==> config.mk <==
export PLATFORM = sky130hd
export DESIGN_NAME = jump_sprite
export DESIGN_NICKNAME = d
export VERILOG_FILES = /design/src/rtl/sprite_pkg.sv /design/src/rtl/sprite_physics.sv /design/src/rtl/jump_sprite.sv
export SDC_FILE = /design/constraint.sdc
export NUM_CORES = 1
export LEC_CHECK = 0
export ABC_AREA = 1
export BUFFER_PORTS_ARGS = -buffer_cell sky130_fd_sc_hd__clkbuf_2
export CAP_MARGIN = 20
export CORE_UTILIZATION = 50
export CTS_CLUSTER_DIAMETER = 100
export CTS_CLUSTER_SIZE = 10
export DETAILED_ROUTE_END_ITERATION = 7
export PLACE_DENSITY = 0.71
export RECOVER_POWER = 100
export SYNTH_ARGS = -nofsm -noshare
export SYNTH_HDL_FRONTEND = slang
export SYNTH_SLANG_ARGS = --single-unit
export TNS_END_PERCENT = 1
==> constraint.sdc <==
create_clock -name clk_25 -period 8 [get_ports clk_25]
set_clock_uncertainty 0.05 [all_clocks]
set_input_delay 0.8 -clock clk_25 [delete_from_list [all_inputs] [get_ports clk_25]]
set_output_delay 0.8 -clock clk_25 [all_outputs]
set_load 0.005 [all_outputs]
==> src/rtl/sprite_pkg.sv <==
// Shared constants for the jumping sprite: visible-area porches, blank colour
// and the physics FSM state encoding.
package sprite_pkg;

   localparam int H_VIS_START = 144;
   localparam int H_VIS_END   = 784;
   localparam int V_VIS_START = 36;
   localparam int V_VIS_END   = 500;

   localparam logic [7:0] BLACK = 8'h00;

   typedef enum logic {
      GROUND = 1'b0,
      AIR    = 1'b1
   } state_t;

endpackage

==> src/rtl/sprite_physics.sv <==
// Per-frame vertical motion of the sprite: launch, gravity with terminal
// velocity, landing on the floor and clamping at the ceiling.
module sprite_physics
   import sprite_pkg::*;
#(
   parameter int BOX_H    = 72,
   parameter int START_Y  = 200,
   parameter int JUMP_VEL = -12,
   parameter int GRAVITY  = 1,
   parameter int MAX_FALL = 15,
   parameter int VEL_W    = 8
) (
   input  logic       clk_25,
   input  logic       rst_n,
   input  logic       tick,
   input  logic       jump,
   output logic [9:0] box_y,
   output logic       on_ground
);

   // 12 bits keeps box_y + vel from wrapping for any 10-bit position.
   localparam int YW = 12;

   state_t                   state_q, state_d;
   logic [9:0]               box_y_q, box_y_d;
   logic signed [VEL_W-1:0]  vel_q, vel_d;
   logic                     req_q, req_d;
   logic                     on_ground_q, on_ground_d;

   logic signed [YW-1:0]     y_cur, y_next, y_launch, vel_inc, vel_cap;

   always_comb begin
      y_cur    = {{(YW-10){1'b0}}, box_y_q};
      y_next   = y_cur + YW'(vel_q);
      y_launch = y_cur + YW'(JUMP_VEL);
      vel_inc  = YW'(vel_q) + YW'(GRAVITY);
      vel_cap  = (vel_inc > YW'(MAX_FALL)) ? YW'(MAX_FALL) : vel_inc;

      state_d = state_q;
      box_y_d = box_y_q;
      vel_d   = vel_q;
      req_d   = req_q;

      if (state_q == GROUND && jump) begin
         req_d = 1'b1;
      end

      if (tick) begin
         if (state_q == GROUND) begin
            // A jump seen in the tick cycle itself still counts for this frame.
            if (req_q || jump) begin
               box_y_d = y_launch[9:0];
               vel_d   = VEL_W'(JUMP_VEL + GRAVITY);
               state_d = AIR;
               req_d   = 1'b0;
            end
         end else begin
            if (y_next + YW'(BOX_H) >= YW'(V_VIS_END)) begin
               box_y_d = 10'(V_VIS_END - BOX_H);
               vel_d   = '0;
               state_d = GROUND;
            end else if (y_next < YW'(V_VIS_START)) begin
               box_y_d = 10'(V_VIS_START);
               vel_d   = '0;
            end else begin
               box_y_d = y_next[9:0];
               vel_d   = VEL_W'(vel_cap);
            end
         end
      end

      on_ground_d = (state_d == GROUND);
   end

   always_ff @(posedge clk_25 or negedge rst_n) begin
      if (!rst_n) begin
         state_q     <= AIR;
         box_y_q     <= 10'(START_Y);
         vel_q       <= '0;
         req_q       <= 1'b0;
         on_ground_q <= 1'b0;
      end else begin
         state_q     <= state_d;
         box_y_q     <= box_y_d;
         vel_q       <= vel_d;
         req_q       <= req_d;
         on_ground_q <= on_ground_d;
      end
   end

   assign box_y     = box_y_q;
   assign on_ground = on_ground_q;

endmodule

==> src/rtl/jump_sprite.sv <==
// Jumping square sprite: per-frame physics plus a registered pixel
// generator that paints the sprite inside the visible area.
module jump_sprite
   import sprite_pkg::*;
#(
   parameter int          BOX_W    = 72,
   parameter int          BOX_H    = 72,
   parameter int          START_X  = 400,
   parameter int          START_Y  = 200,
   parameter int          JUMP_VEL = -12,
   parameter int          GRAVITY  = 1,
   parameter int          MAX_FALL = 15,
   parameter logic [7:0]  COLOR    = 8'b111_000_11,
   parameter int          VEL_W    = 8
) (
   input  logic       clk_25,
   input  logic       rst_n,
   input  logic [9:0] h_count,
   input  logic [9:0] v_count,
   input  logic       jump,
   output logic [7:0] rgb,
   output logic [9:0] box_y,
   output logic       on_ground
);

   localparam logic [10:0] X_LO  = 11'(START_X);
   localparam logic [10:0] X_HI  = 11'(START_X + BOX_W);
   localparam logic [10:0] HV_LO = 11'(H_VIS_START);
   localparam logic [10:0] HV_HI = 11'(H_VIS_END);
   localparam logic [10:0] VV_LO = 11'(V_VIS_START);
   localparam logic [10:0] VV_HI = 11'(V_VIS_END);

   logic        tick;
   logic [10:0] h_ext, v_ext, y_lo, y_hi;
   logic        in_box;
   logic [7:0]  rgb_q, rgb_d;

   assign tick = (h_count == 10'd1) && (v_count == 10'd1);

   sprite_physics #(
      .BOX_H    (BOX_H),
      .START_Y  (START_Y),
      .JUMP_VEL (JUMP_VEL),
      .GRAVITY  (GRAVITY),
      .MAX_FALL (MAX_FALL),
      .VEL_W    (VEL_W)
   ) u_physics (
      .clk_25    (clk_25),
      .rst_n     (rst_n),
      .tick      (tick),
      .jump      (jump),
      .box_y     (box_y),
      .on_ground (on_ground)
   );

   always_comb begin
      h_ext  = {1'b0, h_count};
      v_ext  = {1'b0, v_count};
      y_lo   = {1'b0, box_y};
      y_hi   = {1'b0, box_y} + 11'(BOX_H);
      in_box = (h_ext >= X_LO)  && (h_ext < X_HI)  &&
               (v_ext >= y_lo)  && (v_ext < y_hi)  &&
               (h_ext >= HV_LO) && (h_ext < HV_HI) &&
               (v_ext >= VV_LO) && (v_ext < VV_HI);
      rgb_d  = in_box ? COLOR : BLACK;
   end

   always_ff @(posedge clk_25 or negedge rst_n) begin
      if (!rst_n) begin
         rgb_q <= BLACK;
      end else begin
         rgb_q <= rgb_d;
      end
   end

   assign rgb = rgb_q;

endmodule
==> flow_metrics.py <==
metrics = {
    "placed_design": {
        "finalWeightedCongestion": 0.8847,
        "post-dp-hpwl_um": 6403,
        "placement.io_buffers": 38,
    },
    "cts": {
        "cts.root.buffer_cell": "clkbuf_8",
        "max-clock-path-buffers": 2,
        "ctsHtreeMaxLevel": 1,
        "clk_pin_slew_worst_paths_ns": 0.09,
        "cts-resized-gates": 0,
        "clock_insertion_delay_worst_skew_ns": 0.27,
        "tritoncts.num_buffers": 3,
        "cts_hold_buf": 0,
        "tritoncts_num_sinks": 22,
        "cts_setup_buffers": 0,
        "clock_tree_from_tritoncts": "done",
    },
    "synthesis": {
        "synth_cell_type_count": 42,
        "post_synthesis_cell_area_um2": 3089,
        "postSynthRegisterBits": 22,
        "synth_enable_flop_cells": 0,
        "synth_top_area_frac": 0.1458,
        "async_flop_share": 1.000,
        "synth_top_cells_by_area": "dfrtp_1 (15%), ha_1 (14%), nand2_1 (14%)",
        "yosysSeqAreaShare": 0.1798,
        "ys_warn_count": 0,
        "synth_ff_type": "dfrtp_1",
        "syn-instance-count": 481,
        "synth_area_per_cell_um2": 6.422,
        "synth.largest_area_cell": "dfrtp_1",
    },
    "critical_path": {
        "critPathLaunch": "u_physics.vel_q[0]",
        "critical_path.slowest_cell": "dfrtp_1",
        "rr_worst_depth": 20,
        "timing.critical_path.mode_cell": "nand2_1",
        "cpLargestDelayFamily": "simple AND/OR/NAND/NOR gates",
        "cpPeakStageDelay_ns": 0.50,
        "setup.worst_path.start_class": "register",
        "path_max_fanout": 18,
        "crit_required_ns": 8.15,
        "critical_path_class": "reg2reg",
        "worstPathArrival_ns": 4.09,
        "crit_chain": "ha_1 > inv_1 > fa_1 > inv_1 > nand3_1 > nand2_1 > nand2_1 > nand2_1 > inv_1 > ha_1 > nand3_1 > nand3_1 > nor2_1 > nand2_1 > nor2_1 > nand2_1 > nand2_1 > nand2_1 > o21ai_0 > inv_1",
        "r2r_setup_slack_ns": 4.06,
        "worst_setup_path_end_kind": "register",
        "worst-path-buf-inv": 4,
        "r2r-start": "u_physics.vel_q[0]",
    },
    "layout": {
        "n_fill_cell": 638,
        "layout.nets": 570,
        "post_route_cells_drive_above_1_share": 0.1409,
        "multiInputGateArea_um2": 2143,
        "area_occupied_by_registers_um2": 555.5,
        "insertedDiodeCount": 0,
        "area_delta_synth_final_pct": 6.804,
    },
    "global_route": {
        "grt_pass1_wl_um": 13560,
        "maximum_number_of_pins_on_one_net_before_global_route_repair": 23,
        "grt_util_all_layers": 0.2661,
        "grt_remaining_overflow": 0,
        "first_global_vias": 2973,
        "grt_antenna_before_repair": 0,
    },
    "floorplan": {
        "initial_utilization": 0.5187,
        "die_w_um": 80.60,
        "dieArea_um2": 6496,
        "std_cell_rows": 28,
        "io_pins": 42,
        "fp.coreArea_um2": 5956,
        "chipHeight_um": 80.60,
    },
    "detailed_routing": {
        "drt-initial-drc-count": 205,
        "detail_route.vias_per_cell": 5.381,
        "drc_errors": 0,
        "route.detailed.wl_per_inst_um": 13.55,
        "final_antenna_net_count": 0,
        "routed-via-count": 3153,
        "drt_wl_total_um": 7938,
        "detailed_router_iteration_count_before_antenna_repair": 4,
    },
    "sta": {
        "final-max-slew-violation-count": 0,
        "post_layout_minimum_cycle_time_ns": 3.939,
        "maxSlewHeadroom": 0.1794,
        "fin_crit_sh": 0.4924,
        "final-hold-violation-count": 0,
        "rsz0062_at_grt": "no",
        "fmaxAchievable_ghz": 0.2539,
        "worst_tran_pin_value_ns": 1.231,
        "fin_hold_ws_ns": 0.4892,
        "setup_total_negative_slack_ns": 0,
        "report.final.setup_viol": 0,
    },
    "outcome": {
        "status": "complete, no violations",
    },
    "hold_path": {
        "min_path_cells": 2,
        "hold_path_end": "u_physics.req_q",
        "hold_path_startpoint": "u_physics.req_q",
        "min-delay-path-class": "reg2reg",
    },
    "run": {
        "max_cap_violations": 0,
    },
    "power_and_ir_drop": {
        "worst_ir_drop_vdd_mv": 0.06731,
        "power_per_cell_area_nw_per_um2": 74.25,
        "power.leakage_nw": 1.743,
    },
}
==> routing by layer <==
layer  share of wire  vias to the layer above  wire, um  GRT usage
met5               0                        -         0          0
li1                -                     1630         -          -
met2            0.47                       85      3719     0.4593
met4           0.014                        0       110    0.05714
met3           0.042                       12       336    0.03295
met1            0.48                     1426      3771     0.3507
==> state kept, by name (all words and copies together), names as in the netlist, named ones only <==
register,cells
rgb,1
u_physics.box_y,10
u_physics.on_ground,1
u_physics.req_q,1
u_physics.vel_q,8
==> where the power goes <==
group / switching [mW] / internal, mW / total, mW
Clock: 0.0397 / 0.0669 / 0.107
Combinational: 0.0166 / 0.0105 / 0.0272
Sequential: 0.0000575 / 0.111 / 0.111
Total: 0.0564 / 0.189 / 0.245
==> stage by stage <==
step / cells / power (mW) / util / instance area (um^2) / setup WS (ns)
global route: 586 / 0.2565 / 0.5540 / 3299 / 3.686
global placement: 582 / 0.1397 / 0.5508 / 3281 / 4.700
floorplan: 483 / 0.1276 / - / 3097 / 5.232
CTS: 586 / 0.2461 / 0.5628 / 3352 / 4.654
detailed placement: 582 / 0.1403 / 0.5508 / 3281 / 4.683
finish: 586 / 0.2450 / 0.5540 / 3299 / 4.061
==> cell usage after synthesis, types with 3 or more instances <==
| library cell | n |
|---|---|
| a31oi_1 | 4 |
| nand2_1 | 112 |
| clkbuf_1 | 4 |
| nand4_1 | 16 |
| o21ai_0 | 10 |
| nand3_2 | 7 |
| a21oi_2 | 8 |
| inv_2 | 4 |
| xor2_1 | 5 |
| xnor2_1 | 3 |
| inv_1 | 64 |
| buf_4 | 7 |
| nor3_1 | 11 |
| nor4_1 | 5 |
| nand2_2 | 20 |
| nand2_4 | 4 |
| o21ai_1 | 3 |
| dfrtp_1 | 18 |
| dfstp_2 | 4 |
| ha_1 | 34 |
| nor2_1 | 56 |
| nand3_1 | 35 |
| a21oi_1 | 26 |
==> how the worst max path moves through the flow <==
| stage | end | slack (ns) | cells past startpoint |
|---|---|---|---|
| floorplan | u_physics.vel_q[1] | 5.23 | 21 |
| global placement | register | 4.70 | 20 |
| detailed placement | register | 4.68 | 20 |
| CTS | register | 4.65 | 20 |
| global route | register | 3.69 | 20 |
| finish | register | 4.06 | 20 |
==> cells by family after synthesis <==
group / synth area share
AND/OR/NAND/NOR: 0.4123
other: 0.001214
XOR/XNOR: 0.03159
AO/OA/AOI/OAI: 0.1146
buffers and inverters: 0.1162
adder cells (fa/ha/maj): 0.1442
flip-flops: 0.1798
==> area by class of cell <==
cell class	count	area share
Multi-Input combinational cell	378	0.6496
Sequential cell	22	0.1684
Inverter	69	0.07850
Timing Repair Buffer	38	0.05347
Tap cell	75	0.02844
Clock buffer	3	0.01251
Clock inverter	1	0.009101
==> placed cells by master, fill, tap and decap left out, drive strengths merged <==
cell	Yosys	final
o2111ai	1	1
bufinv	0	1
a21o	1	1
clkinv	1	1
dfrtp	18	18
or2	2	2
a21oi	34	34
nand3b	1	1
inv	68	68
xnor2	3	3
nor2	58	58
o21a	1	1
a31o	1	1
o21ai	13	13
clkbuf	5	41
nor4	5	5
a41oi	1	1
xor2	6	6
fa	1	1
nor4b	1	1
o22ai	1	1
nand4	16	16
dfstp	4	4
a31oi	4	4
conb	1	3
o31ai	1	1
ha	34	34
nand2	136	136
a211o	1	1
nor3	11	11
nand3	42	42
==> worst min-delay path, stage by stage (launching register included) <==
cell	delay, ns
dfrtp_1	0.35
a21oi_1	0.04
a21oi_1	0.11
No activity file was read; power rests on OpenSTA's default activity.
